[src/rtl/mul_div_unit_if.sv]
// Request/result bundle between the MIPS datapath and the HI/LO multiply/divide unit.
interface mul_div_unit_if #(
    parameter int WIDTH = 32
);
    logic             start;
    logic [1:0]       op;
    logic [WIDTH-1:0] rs_data;
    logic [WIDTH-1:0] rt_data;
    logic             hi_we;
    logic             lo_we;
    logic             busy;
    logic             done;
    logic [WIDTH-1:0] hi;
    logic [WIDTH-1:0] lo;

    modport master (
        output start, op, rs_data, rt_data, hi_we, lo_we,
        input  busy, done, hi, lo
    );

    modport slave (
        input  start, op, rs_data, rt_data, hi_we, lo_we,
        output busy, done, hi, lo
    );
endinterface

[src/rtl/mul_div_unit.sv]
// Iterative MULT/MULTU/DIV/DIVU unit with HI/LO registers and MTHI/MTLO access.
// Signed operations run on magnitudes; the sign is restored in the FIXUP cycle.
module mul_div_unit #(
    parameter int WIDTH    = 32,
    parameter bit FAST_MUL = 1'b0
) (
    input logic           clk,
    input logic           rst,
    mul_div_unit_if.slave bus
);
    localparam int CW = $clog2(WIDTH) + 1;

    typedef enum logic [1:0] {
        S_IDLE,
        S_CALC,
        S_FIXUP,
        S_DONE
    } state_t;

    state_t           r_state;
    logic             r_busy;
    logic             r_done;
    logic [WIDTH-1:0] r_hi;
    logic [WIDTH-1:0] r_lo;
    // r_acc: product upper half / partial remainder; r_shf: multiplier+product lower half / dividend+quotient
    logic [WIDTH-1:0] r_acc;
    logic [WIDTH-1:0] r_shf;
    logic [WIDTH-1:0] r_opd;
    logic [WIDTH-1:0] r_rs;
    logic [CW-1:0]    r_cnt;
    logic             r_is_div;
    logic             r_neg_res;
    logic             r_neg_rem;
    logic             r_div0;

    logic             w_signed;
    logic             w_is_div;
    logic             w_accept;
    logic             w_fast;
    logic [WIDTH-1:0] w_rs_mag;
    logic [WIDTH-1:0] w_rt_mag;
    logic [2*WIDTH-1:0] w_fast_prod;
    logic [WIDTH:0]   w_mul_sum;
    logic [WIDTH:0]   w_div_shift;
    logic [WIDTH+1:0] w_div_trial;
    logic [2*WIDTH-1:0] w_prod_fix;
    logic [WIDTH-1:0] w_quo_fix;
    logic [WIDTH-1:0] w_rem_fix;

    // Operand magnitudes, one iteration of shift-add / restoring divide, and sign fixup values
    always_comb begin
        w_signed    = ~bus.op[0];
        w_is_div    = bus.op[1];
        w_accept    = ((r_state == S_IDLE) || (r_state == S_DONE)) && bus.start;
        w_fast      = FAST_MUL && !w_is_div;
        w_rs_mag    = (w_signed && bus.rs_data[WIDTH-1]) ? -bus.rs_data : bus.rs_data;
        w_rt_mag    = (w_signed && bus.rt_data[WIDTH-1]) ? -bus.rt_data : bus.rt_data;
        w_fast_prod = (2*WIDTH)'(w_rs_mag) * (2*WIDTH)'(w_rt_mag);
        w_mul_sum   = {1'b0, r_acc} + (r_shf[0] ? {1'b0, r_opd} : '0);
        w_div_shift = {r_acc, r_shf[WIDTH-1]};
        w_div_trial = {1'b0, w_div_shift} - {2'b00, r_opd};
        w_prod_fix  = r_neg_res ? -{r_acc, r_shf} : {r_acc, r_shf};
        w_quo_fix   = r_neg_res ? -r_shf : r_shf;
        w_rem_fix   = r_neg_rem ? -r_acc : r_acc;
    end

    // Control FSM, iteration datapath and HI/LO registers
    always_ff @(posedge clk) begin
        if (rst) begin
            r_state   <= S_IDLE;
            r_busy    <= 1'b0;
            r_done    <= 1'b0;
            r_hi      <= '0;
            r_lo      <= '0;
            r_acc     <= '0;
            r_shf     <= '0;
            r_opd     <= '0;
            r_rs      <= '0;
            r_cnt     <= '0;
            r_is_div  <= 1'b0;
            r_neg_res <= 1'b0;
            r_neg_rem <= 1'b0;
            r_div0    <= 1'b0;
        end else begin
            case (r_state)
                S_IDLE, S_DONE: begin
                    r_done <= 1'b0;
                    if (w_accept) begin
                        r_busy    <= 1'b1;
                        r_cnt     <= '0;
                        r_is_div  <= w_is_div;
                        r_rs      <= bus.rs_data;
                        r_div0    <= (bus.rt_data == '0);
                        r_neg_res <= w_signed && (bus.rs_data[WIDTH-1] ^ bus.rt_data[WIDTH-1]);
                        r_neg_rem <= w_signed && w_is_div && bus.rs_data[WIDTH-1];
                        r_opd     <= w_rt_mag;
                        if (w_fast) begin
                            r_acc   <= w_fast_prod[2*WIDTH-1:WIDTH];
                            r_shf   <= w_fast_prod[WIDTH-1:0];
                            r_state <= S_FIXUP;
                        end else begin
                            r_acc   <= '0;
                            r_shf   <= w_rs_mag;
                            r_state <= S_CALC;
                        end
                    end else begin
                        if (bus.hi_we) r_hi <= bus.rs_data;
                        if (bus.lo_we) r_lo <= bus.rs_data;
                        r_state <= S_IDLE;
                    end
                end
                S_CALC: begin
                    if (r_is_div) begin
                        if (!w_div_trial[WIDTH+1]) begin
                            r_acc <= w_div_trial[WIDTH-1:0];
                            r_shf <= {r_shf[WIDTH-2:0], 1'b1};
                        end else begin
                            r_acc <= w_div_shift[WIDTH-1:0];
                            r_shf <= {r_shf[WIDTH-2:0], 1'b0};
                        end
                    end else begin
                        r_acc <= w_mul_sum[WIDTH:1];
                        r_shf <= {w_mul_sum[0], r_shf[WIDTH-1:1]};
                    end
                    r_cnt <= r_cnt + CW'(1);
                    if (r_cnt == CW'(WIDTH-1)) r_state <= S_FIXUP;
                end
                S_FIXUP: begin
                    if (!r_is_div) begin
                        r_hi <= w_prod_fix[2*WIDTH-1:WIDTH];
                        r_lo <= w_prod_fix[WIDTH-1:0];
                    end else if (r_div0) begin
                        r_hi <= r_rs;
                        r_lo <= '1;
                    end else begin
                        r_hi <= w_rem_fix;
                        r_lo <= w_quo_fix;
                    end
                    r_busy  <= 1'b0;
                    r_done  <= 1'b1;
                    r_state <= S_DONE;
                end
                default: r_state <= S_IDLE;
            endcase
        end
    end

    assign bus.busy = r_busy;
    assign bus.done = r_done;
    assign bus.hi   = r_hi;
    assign bus.lo   = r_lo;
endmodule

[src/flat_wrapper.sv]
// flat-port wrapper written by rule: the top's interface ports become plain ports
module mul_div_unit_flat 
#(
    parameter int WIDTH    = 32,
    parameter bit FAST_MUL = 1'b0
)
  (clk, rst, bus_start, bus_op, bus_rs_data, bus_rt_data, bus_hi_we, bus_lo_we, bus_busy, bus_done, bus_hi, bus_lo);
  mul_div_unit_if #(.WIDTH(WIDTH)) bus_i ();
  input logic clk;
  input logic rst;
  input wire logic [$bits(bus_i.start)-1:0] bus_start;
  input wire logic [$bits(bus_i.op)-1:0] bus_op;
  input wire logic [$bits(bus_i.rs_data)-1:0] bus_rs_data;
  input wire logic [$bits(bus_i.rt_data)-1:0] bus_rt_data;
  input wire logic [$bits(bus_i.hi_we)-1:0] bus_hi_we;
  input wire logic [$bits(bus_i.lo_we)-1:0] bus_lo_we;
  output wire logic [$bits(bus_i.busy)-1:0] bus_busy;
  output wire logic [$bits(bus_i.done)-1:0] bus_done;
  output wire logic [$bits(bus_i.hi)-1:0] bus_hi;
  output wire logic [$bits(bus_i.lo)-1:0] bus_lo;
  assign bus_i.start = bus_start;
  assign bus_i.op = bus_op;
  assign bus_i.rs_data = bus_rs_data;
  assign bus_i.rt_data = bus_rt_data;
  assign bus_i.hi_we = bus_hi_we;
  assign bus_i.lo_we = bus_lo_we;
  assign bus_busy = bus_i.busy;
  assign bus_done = bus_i.done;
  assign bus_hi = bus_i.hi;
  assign bus_lo = bus_i.lo;
  mul_div_unit #(.WIDTH(WIDTH), .FAST_MUL(FAST_MUL)) u_core (.clk(clk), .rst(rst), .bus(bus_i));
endmodule
[config.mk]
export PLATFORM = sky130hd
export DESIGN_NAME = mul_div_unit_flat
export DESIGN_NICKNAME = d
export VERILOG_FILES = /design/src/rtl/mul_div_unit_if.sv /design/src/rtl/mul_div_unit.sv /design/src/flat_wrapper.sv
export SDC_FILE = /design/constraint.sdc
export NUM_CORES = 1
export LEC_CHECK = 0
export CORE_MARGIN = 2
export CORE_UTILIZATION = 55
export DETAILED_ROUTE_END_ITERATION = 7
export PLACE_DENSITY = 0.76
export SETUP_SLACK_MARGIN = 0.1
export SLEW_MARGIN = 10
export SYNTH_ARGS = -nofsm -noshare
export SYNTH_HDL_FRONTEND = slang
export SYNTH_SLANG_ARGS = --single-unit
[constraint.sdc]
create_clock -name clk -period 4.6 [get_ports clk]
set_input_delay 0.69 -clock clk [delete_from_list [all_inputs] [get_ports clk]]
set_output_delay 0.69 -clock clk [all_outputs]
set_load 0.1 [all_outputs]
==> reports/summary.txt, run 1 <==
crit path time final -> 4.05 ns
critical-path cell list -> ha_1, nand4_1, nor2_1, nor3_1, a21oi_1, nor4bb_1, o21ai_1, nand2_1, buf_4, mux2i_1, o221ai_1
Pre-antenna DRT Iters -> 6
CP max stage delay -> 0.72 ns
DR vias -> 17500
effective utilization at floorplan -> 0.560
Root Buffer -> clkbuf_16
Synth Flop Type -> dfxtp_1
Post-Syn Instances -> 2208
startpoint types -> flip-flop
Core ar. -> 0.0289 mm²
Critical Path Slowest Stage Cell -> dfxtp_1
status -> finished clean
CP Buf/Inv Count -> 1
Reg2Reg Setup Slack -> 0.55 ns
GR Overflow Total -> 0
Final Slew Violations -> 0
dpl hpwl -> 41.5 mm
FFs w/ async S/R, synth -> 0
Pwr Density -> 634 mW/mm²
Clock Path Buffers -> 3
Seq/Total Area, Yosys -> 0.255
# IOs -> 137
first-pass GRT wire length -> 89.3 mm
fmax -> 0.247 GHz
crit end category -> flip-flop
Final setup violation count -> 0
min-delay src -> u_core.bus.lo[9]
CP Class -> flip-flop to flip-flop
MaxCap Viol Count -> 0
final hold slack -> 0.454 ns
Clock Latency Late Sink -> 0.56 ns
drt initial violations -> 1920
fin crit share -> 0.880
pin count of the biggest net entering global routing -> 79
width of the die -> 175 µm
VDD IR-drop max -> 0.583 mV
vias in the first global route -> 16200
antenna viol nets, final -> 0
delay-heaviest family, CP -> simple AND/OR/NAND/NOR gates
Layout Nets -> 2385
full die area -> 0.0308 mm²
CTS Sinks -> 206
antenna violations before repair -> 0
RR Endpoint -> u_core.r_acc[15]
post-DR vias/cell -> 6.61
yosys synthesis warning count -> 0
share of layout cells above drive strength 1 -> 0.0527
#FFs+latches synth -> 206
Worst Hold Path EP -> u_core.bus.lo[9]
origin of the critical flop-to-flop path -> u_core.r_acc[12]
GRT Total Usage -> 0.360
ANT cells -> 0
area of the multi-input gates -> 0.0111 mm²
reg2reg path depth -> 11
FP Rows -> 62
CTS buffer count -> 25
Die H -> 175 µm
gp weighted congestion -> 0.996
Worst Max-Slew Pin Slew -> 1.08 ns
Layout Cells excl Fill -> 2643
filler instances -> 2628
Area Growth Syn to Fin -> 14.8%
Synth cell types -> 75
Crit Path Max Fanout -> 12
Reg area -> 0.00413 mm²
Lkg Pwr -> 0.00713 µW
H-tree levels -> 1
worst relative slew slack -> 0.275
WL per Instance -> 21.8 µm
dpl cells -> 2597
design area -> 0.0186 mm²
TritonCTS clock tree -> done
Post-Syn Area per Cell -> 7.32 µm²
Final Hold Vio Count -> 0
drt drc -> 0
Hold Path Depth -> 2
clock-pin slew on the worst setup and hold paths -> 0.06 ns
PortBufs -> 136
CP required -> 4.96 ns
crit path DAT -> 4.41 ns
Post-CTS Setup Bufs -> 0
hold_buf cts -> 0
HP Class -> flip-flop to flip-flop
Post-Route WL -> 57.6 mm
placed inst area -> 0.0177 mm²
skew final -> 0.0265 ns
RSZ-0062 raised after global routing -> no
setup TNS -> 0 ns
number of synthesized flops with an enable pin -> 0
cell area after synthesis -> 0.0162 mm²
Post-Syn Nets -> 2353
CTS-repair resized insts -> 0
[per-stage QoR]
stage,worst slack [ns],util,total power (µW)
after floorplan,1.39,-,7800
after global placement,0.709,0.614,9490
after detailed placement,0.642,0.614,9580
after CTS,0.662,0.643,11700
after global routing,0.300,0.643,12300
final,0.554,0.643,11800
[layout make-up]
type,instances,share of cell area
Multi-Input combinational cell,1748,0.598
Sequential cell,206,0.222
Timing Repair Buffer,181,0.0914
Clock buffer,37,0.0399
Tap cell,384,0.0259
Inverter,78,0.0158
Clock inverter,9,0.00613
[cells by family after synthesis]
logic type                 after synthesis  synth area share
AOI/OAI and AO/OA                      732             0.293
xor gates and xnor gates               178            0.0964
adders and majority gates               74            0.0582
buffers and inverters                  254            0.0599
DFF                                    206             0.255
muxes                                   63            0.0392
and+or+nand+nor                        701             0.198
[layout by cell type, fill, tap and decap left out, types with 6 or more instances in the layout]
cell               n
nand2_1          287
a21oi_1          233
dfxtp_1          205
nor2_1           179
clkdlybuf4s50_1  135
o21ai_0          122
xnor2_1          117
inv_1             77
ha_1              70
mux2i_1           61
xor2_1            61
a211oi_1          58
o211ai_1          55
o221ai_1          46
buf_4             46
nor3_1            43
nand3_1           42
a21o_1            37
a31oi_1           27
clkbuf_16         25
o31ai_1           24
nor4_1            23
a22oi_1           22
or3_1             22
nand2b_1          21
nand4_1           17
a311oi_1          17
and3_1            15
o21a_1            13
o41ai_1           11
o21bai_1          10
a211o_1            8
or4_1              7
clkbuf_8           7
a221oi_1           6
nor3b_1            6
o31a_1             6
and4_1             6
o22ai_1            6
[flip-flops by register name (all words and copies together) (netlist names), 2 cells and up]
signal          flops
u_core.r_cnt        6
u_core.bus.hi      32
u_core.r_opd       32
u_core.r_state      2
u_core.bus.lo      32
u_core.r_shf       32
u_core.r_acc       32
u_core.r_rs        32
[worst min-delay path: cells and delay by family, from the launching register on]
kind / cells / cell delay, ns
flops: 1 / 0.31
simple gates: 1 / 0.05
compound gates: 1 / 0.05
[worst max path at each step]
stage	to	slack [ns]	from	depth (start not counted)
4_1_cts	u_core.r_acc[15]	0.66	u_core.r_acc[5]	11
5_1_grt	u_core.r_acc[15]	0.30	u_core.r_acc[5]	11
6_report	u_core.r_acc[15]	0.55	u_core.r_acc[12]	11
3_3_place_gp	u_core.r_acc[15]	0.71	u_core.r_acc[5]	11
3_5_place_dp	u_core.r_opd[25]	0.64	bus_rt_data[2]	9
2_1_floorplan	u_core.r_acc[26]	1.39	u_core.r_shf[0]	13
[cell usage after synthesis (5+ instances only)]
cell      number  area [µm²]
o21bai_1      10        75.1
a31oi_1       27         169
or4_1          7        52.6
a211o_1        8        70.1
o221ai_1      46         403
buf_2          5        25.0
a311oi_1      17         149
a22oi_1       22         165
xnor2_1      117        1020
mux2i_1       61         611
a21oi_1      236        1180
xor2_1        61         534
o211ai_1      55         413
inv_1         77         289
dfxtp_1      206        4120
or2_2          5        31.3
a211oi_1      58         435
nand4_1       17         106
and4_1         6        52.6
o31ai_1       24         180
o21a_1        13        97.6
nor2_1       180         676
o31a_1         6        52.6
a221oi_1       6        52.6
clkbuf_1     152         571
a21o_1        37         278
ha_1          72         901
nor2b_1        5        31.3
buf_1         17        63.8
nand2b_1      21         131
o41ai_1       11        96.3
o22ai_1        6        37.5
nor3_1        43         215
or4_4          5        56.3
nor4_1        23         144
or3_1         22         138
and3_1        15        93.8
nand3_1       42         210
nand2_1      287        1080
nor3b_1        6        45.0
o21ai_0      122         611
[power by group]
part / total, µW / leakage (µW) / switching, µW / internal [µW]
clock network: 2080 / 0.000423 / 844 / 1230
logic: 6870 / 0.00501 / 4860 / 2010
registers: 2830 / 0.00169 / 505 / 2320
total: 11800 / 0.00713 / 6210 / 5560
[routing by layer]
metal	global-route usage	up-vias	wire length, µm
li1	-	8078	-
met1	0.495	8274	24600
met2	0.554	937	24800
met3	0.0656	184	5690
met4	0.152	0	2460
met5	0	-	0
Note: power is estimated with default switching activity, not from simulation.
==> run 2, diff against run 1 <==
--- a/config.mk
+++ b/config.mk
@@ -8,7 +8,7 @@
 export CORE_MARGIN = 2
 export CORE_UTILIZATION = 55
 export DETAILED_ROUTE_END_ITERATION = 7
-export PLACE_DENSITY = 0.76
+export PLACE_DENSITY = 0.73
 export SETUP_SLACK_MARGIN = 0.1
 export SLEW_MARGIN = 10
 export SYNTH_ARGS = -nofsm -noshare
==> run 2 against run 1 <==
- core utilization about the same
- routed wire length up 1.9%
- clock skew down 0.017 ns
- sequential power about the same
- hold slack worse by 0.0029 ns
- sequential cell count unchanged
- critical path depth did not move
- highest routed layer is now met5
- maximum frequency rose by 1.4%
- largest cell class unchanged
- critical endpoint is now u_core.r_shf[0]
==> reports/summary.txt, run 2 (same netlist as run 1, synthesis figures left out) <==
share of layout cells above drive strength 1 -> 0.0519 (was 0.0527)
first-pass GRT wire length -> 91.2 mm (was 89.3 mm)
dpl hpwl -> 42.4 mm (was 41.5 mm)
Final Slew Violations -> 0 (unchanged)
drt drc -> 0 (unchanged)
clock-pin slew on the worst setup and hold paths -> 0.06 ns (about the same)
Clock Latency Late Sink -> 0.54 ns (was 0.56 ns)
CP required -> 5.03 ns (was 4.96 ns)
DR vias -> 17300 (was 17500)
final hold slack -> 0.451 ns (was 0.454 ns)
design area -> 0.0186 mm² (about the same)
Worst Max-Slew Pin Slew -> 1.02 ns (was 1.08 ns)
full die area -> 0.0308 mm² (unchanged)
pre-CTS setup slack -> 0.782 ns (was 0.642 ns)
CP Class -> flip-flop to flip-flop (unchanged)
Clock Path Buffers -> 3 (unchanged)
post-DR vias/cell -> 6.57 (was 6.61)
TritonCTS clock tree -> done (unchanged)
PortBufs -> 136 (unchanged)
startpoint types -> flip-flop (unchanged)
Post-CTS Setup Bufs -> 0 (unchanged)
FP Rows -> 62 (unchanged)
ANT cells -> 0 (unchanged)
antenna violations before repair -> 1 (was 0)
width of the die -> 175 µm (unchanged)
final worst slack -> 0.611 ns (was 0.554 ns)
antenna viol nets, final -> 0 (unchanged)
commonest non-fill, non-tap cell in the layout -> nand2_1 (unchanged)
gp weighted congestion -> 1.01 (was 0.996)
Pre-antenna DRT Iters -> 5 (was 6)
Core ar. -> 0.0289 mm² (unchanged)
CTS buffer count -> 25 (unchanged)
Area Growth Syn to Fin -> 14.8% (about the same)
Final Hold Vio Count -> 0 (unchanged)
Lkg Pwr -> 0.00712 µW (was 0.00713 µW)
pin count of the biggest net entering global routing -> 82 (was 79)
worst relative slew slack -> 0.315 (was 0.275)
drt initial violations -> 1863 (was 1920)
VDD IR-drop max -> 0.526 mV (was 0.583 mV)
grt met3 use -> 0.0623 (was 0.0656)
GR Overflow Total -> 0 (unchanged)
RSZ-0062 raised after global routing -> no (unchanged)
GR peak layer -> met2 (unchanged)
CP Buf/Inv Count -> 1 (unchanged)
Layout Nets -> 2386 (was 2385)
hold_buf cts -> 0 (unchanged)
delay-heaviest family, CP -> simple AND/OR/NAND/NOR gates (unchanged)
effective utilization at floorplan -> 0.560 (unchanged)
Die H -> 175 µm (unchanged)
MaxCap Viol Count -> 0 (unchanged)
Crit Path Max Fanout -> 23 (was 12)
crit end category -> flip-flop (unchanged)
WL per Instance -> 22.3 µm (was 21.8 µm)
CP max stage delay -> 0.75 ns (was 0.72 ns)
Root Buffer -> clkbuf_16 (unchanged)
GRT Total Usage -> 0.371 (was 0.360)
M1 GR Usage -> 0.529 (was 0.495)
placed inst area -> 0.0177 mm² (about the same)
H-tree levels -> 1 (unchanged)
Final setup violation count -> 0 (unchanged)
crit path DAT -> 4.42 ns (was 4.41 ns)
setup TNS -> 0 ns (unchanged)
# IOs -> 137 (unchanged)
vias in the first global route -> 15900 (was 16200)
Final Util -> 0.643 (about the same)
Post-Route WL -> 58.7 mm (was 57.6 mm)
crit path time final -> 3.99 ns (was 4.05 ns)
fmax -> 0.251 GHz (was 0.247 GHz)
CTS Sinks -> 206 (unchanged)
HP Class -> flip-flop to flip-flop (unchanged)
Critical Path Slowest Stage Cell -> dfxtp_1 (unchanged)
CTS-repair resized insts -> 0 (unchanged)
most frequent cells in the layout -> 287 x nand2_1, 233 x a21oi_1, 205 x dfxtp_1, 179 x nor2_1, 135 x clkdlybuf4s50_1 (unchanged)
fin crit share -> 0.867 (was 0.880)
skew final -> 0.00911 ns (was 0.0265 ns)
critical-path cell list -> ha_1, nand3_1, nor3_1, o211ai_1, nand4_1, nor4bb_1, o21ai_1, nand2_1, buf_4, o21ai_0, a221oi_1 (was ha_1, nand4_1, nor2_1, nor3_1, a21oi_1, nor4bb_1, o21ai_1, nand2_1, buf_4, mux2i_1, o221ai_1)
status -> finished clean (unchanged)
Pwr Density -> 636 mW/mm² (was 634 mW/mm²)
met2 Use GR -> 0.572 (was 0.554)
## run 2: area by class of cell
class / count / area, µm²
timing repair buffer: 182 / 1700
clock buffer: 30 / 686
fill: 2656 / 10300
inverter: 78 / 293
sequential: 206 / 4130
tap: 384 / 480
multi-input combinational: 1748 / 11100
clock inverter: 10 / 160
## run 2: final timing paths
| check | start | end | slack, ns | depth (start not counted) |
|---|---|---|---|---|
| setup / recovery | u_core.r_acc[6] | u_core.r_shf[0] | 0.61 | 11 |
| hold reg to reg | u_core.bus.lo[9] | u_core.bus.lo[9] | 0.45 | 2 |
| setup reg to reg | u_core.r_acc[6] | u_core.r_shf[0] | 0.61 | 11 |
| hold / removal | u_core.bus.lo[9] | u_core.bus.lo[9] | 0.45 | 2 |
## run 2: tightest hold or removal path, delay by kind of cell, from the launching register on
family | cells | cell delay [ns]
simple gates | 1 | 0.05
compound gates | 1 | 0.05
flops | 1 | 0.30
## run 2: routing by layer
layer	up-vias	routed length, µm
met5	-	13
met4	2	1870
met3	144	5720
met2	896	25300
met1	8218	25800
li1	8074	-
## run 2: report_power, final
group          leakage, µW  total, µW  switching (µW)  internal (µW)
combinational      0.00502       6860            4860           2000
sequential         0.00169       2850             529           2320
clock             0.000414       2100             824           1270
## run 2: through the flow
step                std cells  total power, µW
detailed placement       2598             9600
finish                   2638            11800
global placement         2598             9530
CTS                      2638            11700
floorplan                2208             7800
global route             2638            12400
